===== src/rtl/uio_share_arb.sv =====
// uio_share_arb: shares the four uio data pads between master 0 (PSRAM quad)
// and master 1 (QSPI). Only one master owns the pads at a time, with a
// round-robin tie-break and a turnaround gap between owners, during which
// all pads are tri-stated.
// Optional macro UIO_SHARE_ARB_TIMEOUT_EN adds a hold counter. When the other
// master has waited MAX_HOLD cycles, the owner is forced off the pads.
module uio_share_arb #(
  parameter int unsigned TURN_CYC = 2,
  parameter int unsigned MAX_HOLD = 1024
) (
  input  logic       clk_i,
  input  logic       rst_i,
  input  logic       req0_i,
  input  logic       req1_i,
  output logic       gnt0_o,
  output logic       gnt1_o,
  input  logic [3:0] m0_sdo_i,
  input  logic [3:0] m0_oe_i,
  input  logic [3:0] m1_sdo_i,
  input  logic [3:0] m1_oe_i,
  output logic [3:0] m0_sdi_o,
  output logic [3:0] m1_sdi_o,
  input  logic [3:0] pad_in_i,
  output logic [3:0] pad_out_o,
  output logic [3:0] pad_oe_o,
  output logic       busy_o,
  output logic       timeout_o
);

  typedef enum logic [1:0] {IDLE, OWN0, OWN1, TURN} state_t;

  localparam logic [3:0] TURN_LOAD = (TURN_CYC > 0) ? 4'(TURN_CYC - 1) : 4'd0;
  localparam state_t     REL_STATE = (TURN_CYC > 0) ? TURN : IDLE;

  state_t     r_state;
  state_t     w_next;
  logic [3:0] r_cnt;
  logic       r_last;
  logic       w_req0;
  logic       w_req1;
  logic       w_force;

`ifdef UIO_SHARE_ARB_TIMEOUT_EN
  localparam logic [15:0] HOLD_LIM = 16'(MAX_HOLD - 1);

  logic [15:0] r_hold;
  logic        r_mask0;
  logic        r_mask1;
  logic        r_tmo;

  // A master is not eligible after a forced release until it deasserts its request.
  assign w_req0 = req0_i & ~r_mask0;
  assign w_req1 = req1_i & ~r_mask1;

  // Force the owner off once the other master has waited MAX_HOLD cycles.
  always_comb begin
    w_force = 1'b0;
    if (r_state == OWN0 && req0_i && w_req1 && r_hold >= HOLD_LIM) w_force = 1'b1;
    if (r_state == OWN1 && req1_i && w_req0 && r_hold >= HOLD_LIM) w_force = 1'b1;
  end

  // Update the hold counter, the request masks and the timeout pulse.
  always_ff @(posedge clk_i) begin
    if (rst_i) begin
      r_hold  <= '0;
      r_mask0 <= 1'b0;
      r_mask1 <= 1'b0;
      r_tmo   <= 1'b0;
    end else begin
      r_tmo <= w_force;
      if ((r_state == OWN0 && w_req1) || (r_state == OWN1 && w_req0)) begin
        if (r_hold != '1) r_hold <= r_hold + 16'd1;
      end else if (r_state != OWN0 && r_state != OWN1) begin
        r_hold <= '0;
      end
      if (r_state == OWN0 && w_force) r_mask0 <= 1'b1;
      else if (!req0_i)               r_mask0 <= 1'b0;
      if (r_state == OWN1 && w_force) r_mask1 <= 1'b1;
      else if (!req1_i)               r_mask1 <= 1'b0;
    end
  end

  assign timeout_o = r_tmo;
`else
  logic w_unused_max_hold;

  assign w_unused_max_hold = (MAX_HOLD == 0);
  assign w_req0            = req0_i;
  assign w_req1            = req1_i;
  assign w_force           = 1'b0;
  assign timeout_o         = 1'b0;
`endif

  // Compute the next ownership state from the requests and the turnaround count.
  always_comb begin
    w_next = r_state;
    case (r_state)
      IDLE: begin
        if (w_req0 && w_req1) w_next = r_last ? OWN0 : OWN1;
        else if (w_req0)      w_next = OWN0;
        else if (w_req1)      w_next = OWN1;
      end
      OWN0: if (!req0_i || w_force) w_next = REL_STATE;
      OWN1: if (!req1_i || w_force) w_next = REL_STATE;
      TURN: if (r_cnt == 4'd0) w_next = IDLE;
      default: w_next = IDLE;
    endcase
  end

  // Register the state, the turnaround counter and the last-served master.
  always_ff @(posedge clk_i) begin
    if (rst_i) begin
      r_state <= IDLE;
      r_cnt   <= '0;
      r_last  <= 1'b1;
    end else begin
      r_state <= w_next;
      if (w_next == TURN && r_state != TURN) r_cnt <= TURN_LOAD;
      else if (r_state == TURN && r_cnt != 4'd0) r_cnt <= r_cnt - 4'd1;
      if (r_state == OWN0 && w_next != OWN0) r_last <= 1'b0;
      if (r_state == OWN1 && w_next != OWN1) r_last <= 1'b1;
    end
  end

  assign gnt0_o = (r_state == OWN0);
  assign gnt1_o = (r_state == OWN1);
  assign busy_o = (r_state != IDLE);

  // Route the pads to the current owner; all pads are tri-stated when there is no owner.
  always_comb begin
    pad_out_o = '0;
    pad_oe_o  = '0;
    m0_sdi_o  = '0;
    m1_sdi_o  = '0;
    if (gnt0_o) begin
      pad_out_o = m0_sdo_i;
      pad_oe_o  = m0_oe_i;
      m0_sdi_o  = pad_in_i;
    end else if (gnt1_o) begin
      pad_out_o = m1_sdo_i;
      pad_oe_o  = m1_oe_i;
      m1_sdi_o  = pad_in_i;
    end
  end

endmodule


===== config.mk =====
export PLATFORM = sky130hd
export DESIGN_NAME = uio_share_arb
export DESIGN_NICKNAME = d
export VERILOG_FILES = /design/src/rtl/uio_share_arb.sv
export SDC_FILE = /design/constraint.sdc
export NUM_CORES = 1
export LEC_CHECK = 0
export ABC_CLOCK_PERIOD_IN_PS = 1360
export BUFFER_PORTS_ARGS = -buffer_cell sky130_fd_sc_hd__buf_2
export CELL_PAD_IN_SITES_DETAIL_PLACEMENT = 0
export CELL_PAD_IN_SITES_GLOBAL_PLACEMENT = 2
export CORE_ASPECT_RATIO = 1.5
export CORE_MARGIN = 2
export CORE_UTILIZATION = 17
export CTS_CLUSTER_DIAMETER = 120
export DETAILED_ROUTE_END_ITERATION = 6
export PLACE_DENSITY_LB_ADDON = 0.1
export SYNTH_ARGS = -nofsm -noshare
export SYNTH_HDL_FRONTEND = slang
export SYNTH_SLANG_ARGS = --single-unit

===== constraint.sdc =====
create_clock -name clk_i -period 1.36 [get_ports clk_i]
set_input_delay 0.272 -clock clk_i [delete_from_list [all_inputs] [get_ports clk_i]]
set_output_delay 0.272 -clock clk_i [all_outputs]
set_load 0.01 [all_outputs]

# ---- After elaboration in Yosys (flattened, before gate mapping)
# Cells that the tools add are included.
dict set report word_totals {
  regBits 7
}
dict set report classes {
  reduce_logical 12
  n_mux 17
  addsub 1
  n_eq_ne 7
}
# op n
set op_table {}
lappend op_table {{$mux W4} 7}
lappend op_table {{$mux W2} 7}
lappend op_table {{$pmux W2 S4} 1}
lappend op_table {{$eq A2 B2 Y1 const B} 3}
lappend op_table {{$logic_and A1 B1 Y1} 5}
lappend op_table {{$logic_not A4 Y1} 1}
lappend op_table {{$ne A2 B2 Y1 const B} 2}
lappend op_table {{$reduce_bool A2 Y1} 2}
lappend op_table {{$reduce_bool A4 Y1} 1}
lappend op_table {{$reduce_or A2 Y1} 2}
lappend op_table {{$sub A4 B1 Y4 const B} 1}
lappend op_table {{$eq A2 B1 Y1 const B} 1}
lappend op_table {{$logic_not A2 Y1} 1}
lappend op_table {{$mux W1} 2}
lappend op_table {{$ne A2 B1 Y1 const B} 1}

# ---- Depth between registers and ports, before layout
dict set report depth {
  word_depth 7
  depth_mapped 5
}

# ---- Least setup slack after synthesis
# OpenSTA, ideal clock, no wires.
dict set report synth_path {
  path_type {register -> output}
  from {reg r_state[1]}
  to {out pad_oe_o[1]}
  stages_incl_launch_ff 6
  t_arrival_ps 1154
  path_slack_ps -66
  required_time_ps 1088
  n_path_buf 2
  path_cell_list {dfxtp_1 -> buf_2 -> nand2b_1 -> inv_1 -> clkbuf_1 -> a22o_1}
}
dict set report synth_between {
  elab_chain_len 3
  elab_cells_between_ends 4
  classes_between {2 x eq/ne; 2 x mux}
}
# element line_no
set synth_rtl {}
lappend synth_rtl {{from (decl)} 35} ;# state_t r_state;
lappend synth_rtl {{from (signal assigned)} 117} ;# r_state <= w_next;
lappend synth_rtl {{$eq A2 B2 Y1} 126} ;# assign gnt1_o = (r_state == OWN1);
lappend synth_rtl {{via gnt1_o} 16} ;# output logic gnt1_o,
lappend synth_rtl {{$mux W4} 139} ;# end else if (gnt1_o) begin
lappend synth_rtl {{$mux W4} 135} ;# if (gnt0_o) begin
lappend synth_rtl {{to (decl)} 25} ;# output logic [3:0] pad_oe_o,
# The timed path passes the listed nets, and every way through them passes these cells.

# ---- Final worst setup path
dict set report layout_path {
  from {reg r_state[0]}
  to {out pad_out_o[3]}
}
dict set report layout_between {
  elab_chain_len 3
  elab_cells_between_ends 4
  classes_between {2 x eq/ne; 2 x mux}
}
# element line_no
set layout_rtl {}
lappend layout_rtl {{$eq A2 B2 Y1} 126}
lappend layout_rtl {{$mux W4} 139}
lappend layout_rtl {{$mux W4 *} 135}
lappend layout_rtl {{to (decl)} 24} ;# output logic [3:0] pad_out_o,
# Mark *: on every way between the ends. The rest lies on a longest branch, timed or not.

==> out/qor.csv <==
stage,metric,value,unit
timing,slew_violations,0,
global_routing,grt_usage,0.1069,
synth,syn-num-nets,93,
timing,fin_crit_sh,1.084,
synth,ys_types,28,
final_layout,nets,144,
timing,clock_skew,0.002049,ns
pwr,power.density,946.4,nW/um2
global_routing,grt_antenna_before_repair,0,
placed_design,io_buffers,42,
routing,drc,0,
global_routing,overflow,0,
floorplanning,rows,24,
synth,synth_area,525.5,um2
floorplanning,initial_utilization,0.1786,
floorplanning,num_io_pins,44,
clocking,htreeDepth,1,
placed_design,post-place-ws,0.05036,ns
timing,final.setup.tns,-0.9742,ns
synth,yosysSeqAreaShare,0.2667,
timing,fmax,0.6785,GHz
global_routing,grt_pass1_wl,3022,um
timing,fin_ws,-0.1138,ns
timing,whs,0.2285,ns
final_layout,multiInputGateArea,377.9,um2
outcome,violations,negative setup slack,
routing,ant_nets,0,
final_layout,fin_util,0.3355,
critical_path,crit_arrival,1.20,ns
flow_run,max-cap-violations,0,
critical_path,criticalPathCategory,flip-flop to primary output,
final_layout,area_growth,87.86,%
clocking,cts_buffer_depth,2,
timing,period_minus_slack,1.474,ns
floorplanning,dieArea,3561,um2
global_routing,grt_max_degree,14,
min_path,holdCritPathClass,input port to flip-flop,
synth,post_synth.cell_area_avg,7.728,um2
routing,vias,680,
timing,finalHoldViolations,0,
timing,rsz0062_at_grt,true,
floorplanning,die_h,72.10,um
pwr,leakagePower,0.4865,nW
routing,totalWireLength,1762,um
synth,synth_top_cell_by_area,dfxtp_1,
clocking,cts_root_buf,clkbuf_8,
routing,via_per_inst,4.331,
clocking,path_clk_slew,0.04,ns
routing,wl_per_cell,11.22,um
final_layout,ff_latch_area,146.4,um2
pwr,finalPower,0.0009343,W
final_layout,antenna_cells,0,
outcome,status,finished with violations,
synth,ys_top_cells_by_area,"dfxtp_1 27%, a22o_1 13%, and2_1 9.5%",
synth,ys_warn_count,0,
synth,synth-seq-cells,7,
routing,firstDrtPassIters,3,
clocking,clk_latency,0.23,ns
placed_design,gp_congestion,0.7156,
critical_path,end_kind,primary output,
critical_path,critical_path.max_fanout,7,
placed_design,hpwl,1379,um
critical_path,required,1.09,ns
routing,drtIter0Drc,11,
pwr,ir_worst_vdd,0.5068,mV
clocking,cts_tree,yes,
critical_path,critPathLaunchType,flip-flop,
clocking,cts_sinks,7,
floorplanning,core_area,2943,um2
synth,synthCells,68,
timing,setup_viol,17,
global_routing,grt_pass1_vias,681,
final_layout,drive_gt1_frac,0.5763,
floorplanning,fp.dieW,49.40,um
final_layout,fillers,351,
synth,synth.top_cell.area_share,0.2667,
clocking,cts_buffers,3,
-- placed cells by master, fill, tap and decap left out, drive strengths merged, types with 2 or more instances in the layout --
cell type  Yosys  routed
a21oi          4       4
o21ai          5       5
a22o           8       8
o21a           3       3
clkbuf         1       4
inv            5       5
or3            3       3
nand2b         3       3
nor2           3       3
dfxtp          7       7
nand2          2       2
and2           8       8
buf            3      50
-- path summary, 6_finish.rpt --
kind              cells past startpoint                  start  slack [ns]                    end
hold reg to reg                       2  r_cnt[1]$_SDFFE_PP0P_        0.49  r_cnt[1]$_SDFFE_PP0P_
setup reg to reg                      4  r_state[0]$_SDFF_PP0_        0.07  r_cnt[3]$_SDFFE_PP0P_
hold / removal                        2                  rst_i        0.23  r_cnt[0]$_SDFFE_PP0P_
setup / recovery                      5  r_state[0]$_SDFF_PP0_       -0.11           pad_out_o[3]
-- critical path, stage by stage, from the launching register on --
cell	delay (ns)
dfxtp_2	0.32
nand2b_4	0.14
inv_6	0.05
buf_12	0.12
a22o_1	0.21
buf_2	0.13
-- cell type report --
class | instances | area share
Sequential cell | 7 | 0.1483
Clock buffer | 4 | 0.04563
Multi-Input combinational cell | 52 | 0.3828
Timing Repair Buffer | 50 | 0.3422
Tap cell | 39 | 0.04943
Inverter | 5 | 0.03169
-- metal layers --
layer / share of wire / routed length [um] / GRT usage
met5: 0 / 0 / 0
met4: 0.023 / 40 / 0.05556
met3: 0.094 / 165 / 0.02881
met2: 0.51 / 900 / 0.1982
met1: 0.37 / 655 / 0.1079
-- per-stage QoR --
stage,instances,instance area (um2)
floorplan,68,526.8
global placement,150,813.3
detailed placement,150,813.3
CTS,157,968.4
global route,157,987.2
finish,157,987.2
-- cell usage after synthesis, drive strengths merged --
cell type	number
and2	8
conb	1
o2bb2ai	1
o21a	3
nor3b	1
a21oi	4
o21ai	5
dfxtp	7
o22a	1
ha	1
nor2b	1
inv	5
and2b	1
nand2	2
or2	1
clkbuf	1
a22o	8
mux2i	1
or4	1
buf	3
a31oi	1
and3	1
nand2b	3
o221ai	1
or3	3
nor2	3
-- logic make-up after synthesis --
logic type      Yosys count  share of synthesized area
compound gates           24                     0.3238
fa+ha+maj                 1                    0.02381
buf+inv                   9                    0.07617
flops                     7                     0.2667
mux                       1                    0.01905
other cells               1                   0.007136
simple gates             25                     0.2834
-- flip-flops by register name, indices dropped and copies added (netlist names) --
signal / count
r_state: 2
r_last: 1
r_cnt: 4
-- timing repair --
| action | in CTS | in global routing |
|---|---|---|
| hold buffers | 0 | 0 |
| gates cloned | 1 | 0 |
| pin swaps | 12 | 2 |
| buffers inserted | 2 | 0 |
| gates resized for setup | 20 | 5 |
| endpoints found under the setup margin | 18 | 23 |
-- power breakdown --
part	leakage, nW	switching [W]	internal [W]	total (W)
Sequential	0.0585	0.0000152	0.000225	0.000240
Clock	0.0228	0.0000916	0.000203	0.000295
Combinational	0.405	0.000179	0.000221	0.000400
Total	0.487	0.000286	0.000649	0.000934
Note: power is estimated with default switching activity, not from simulation.
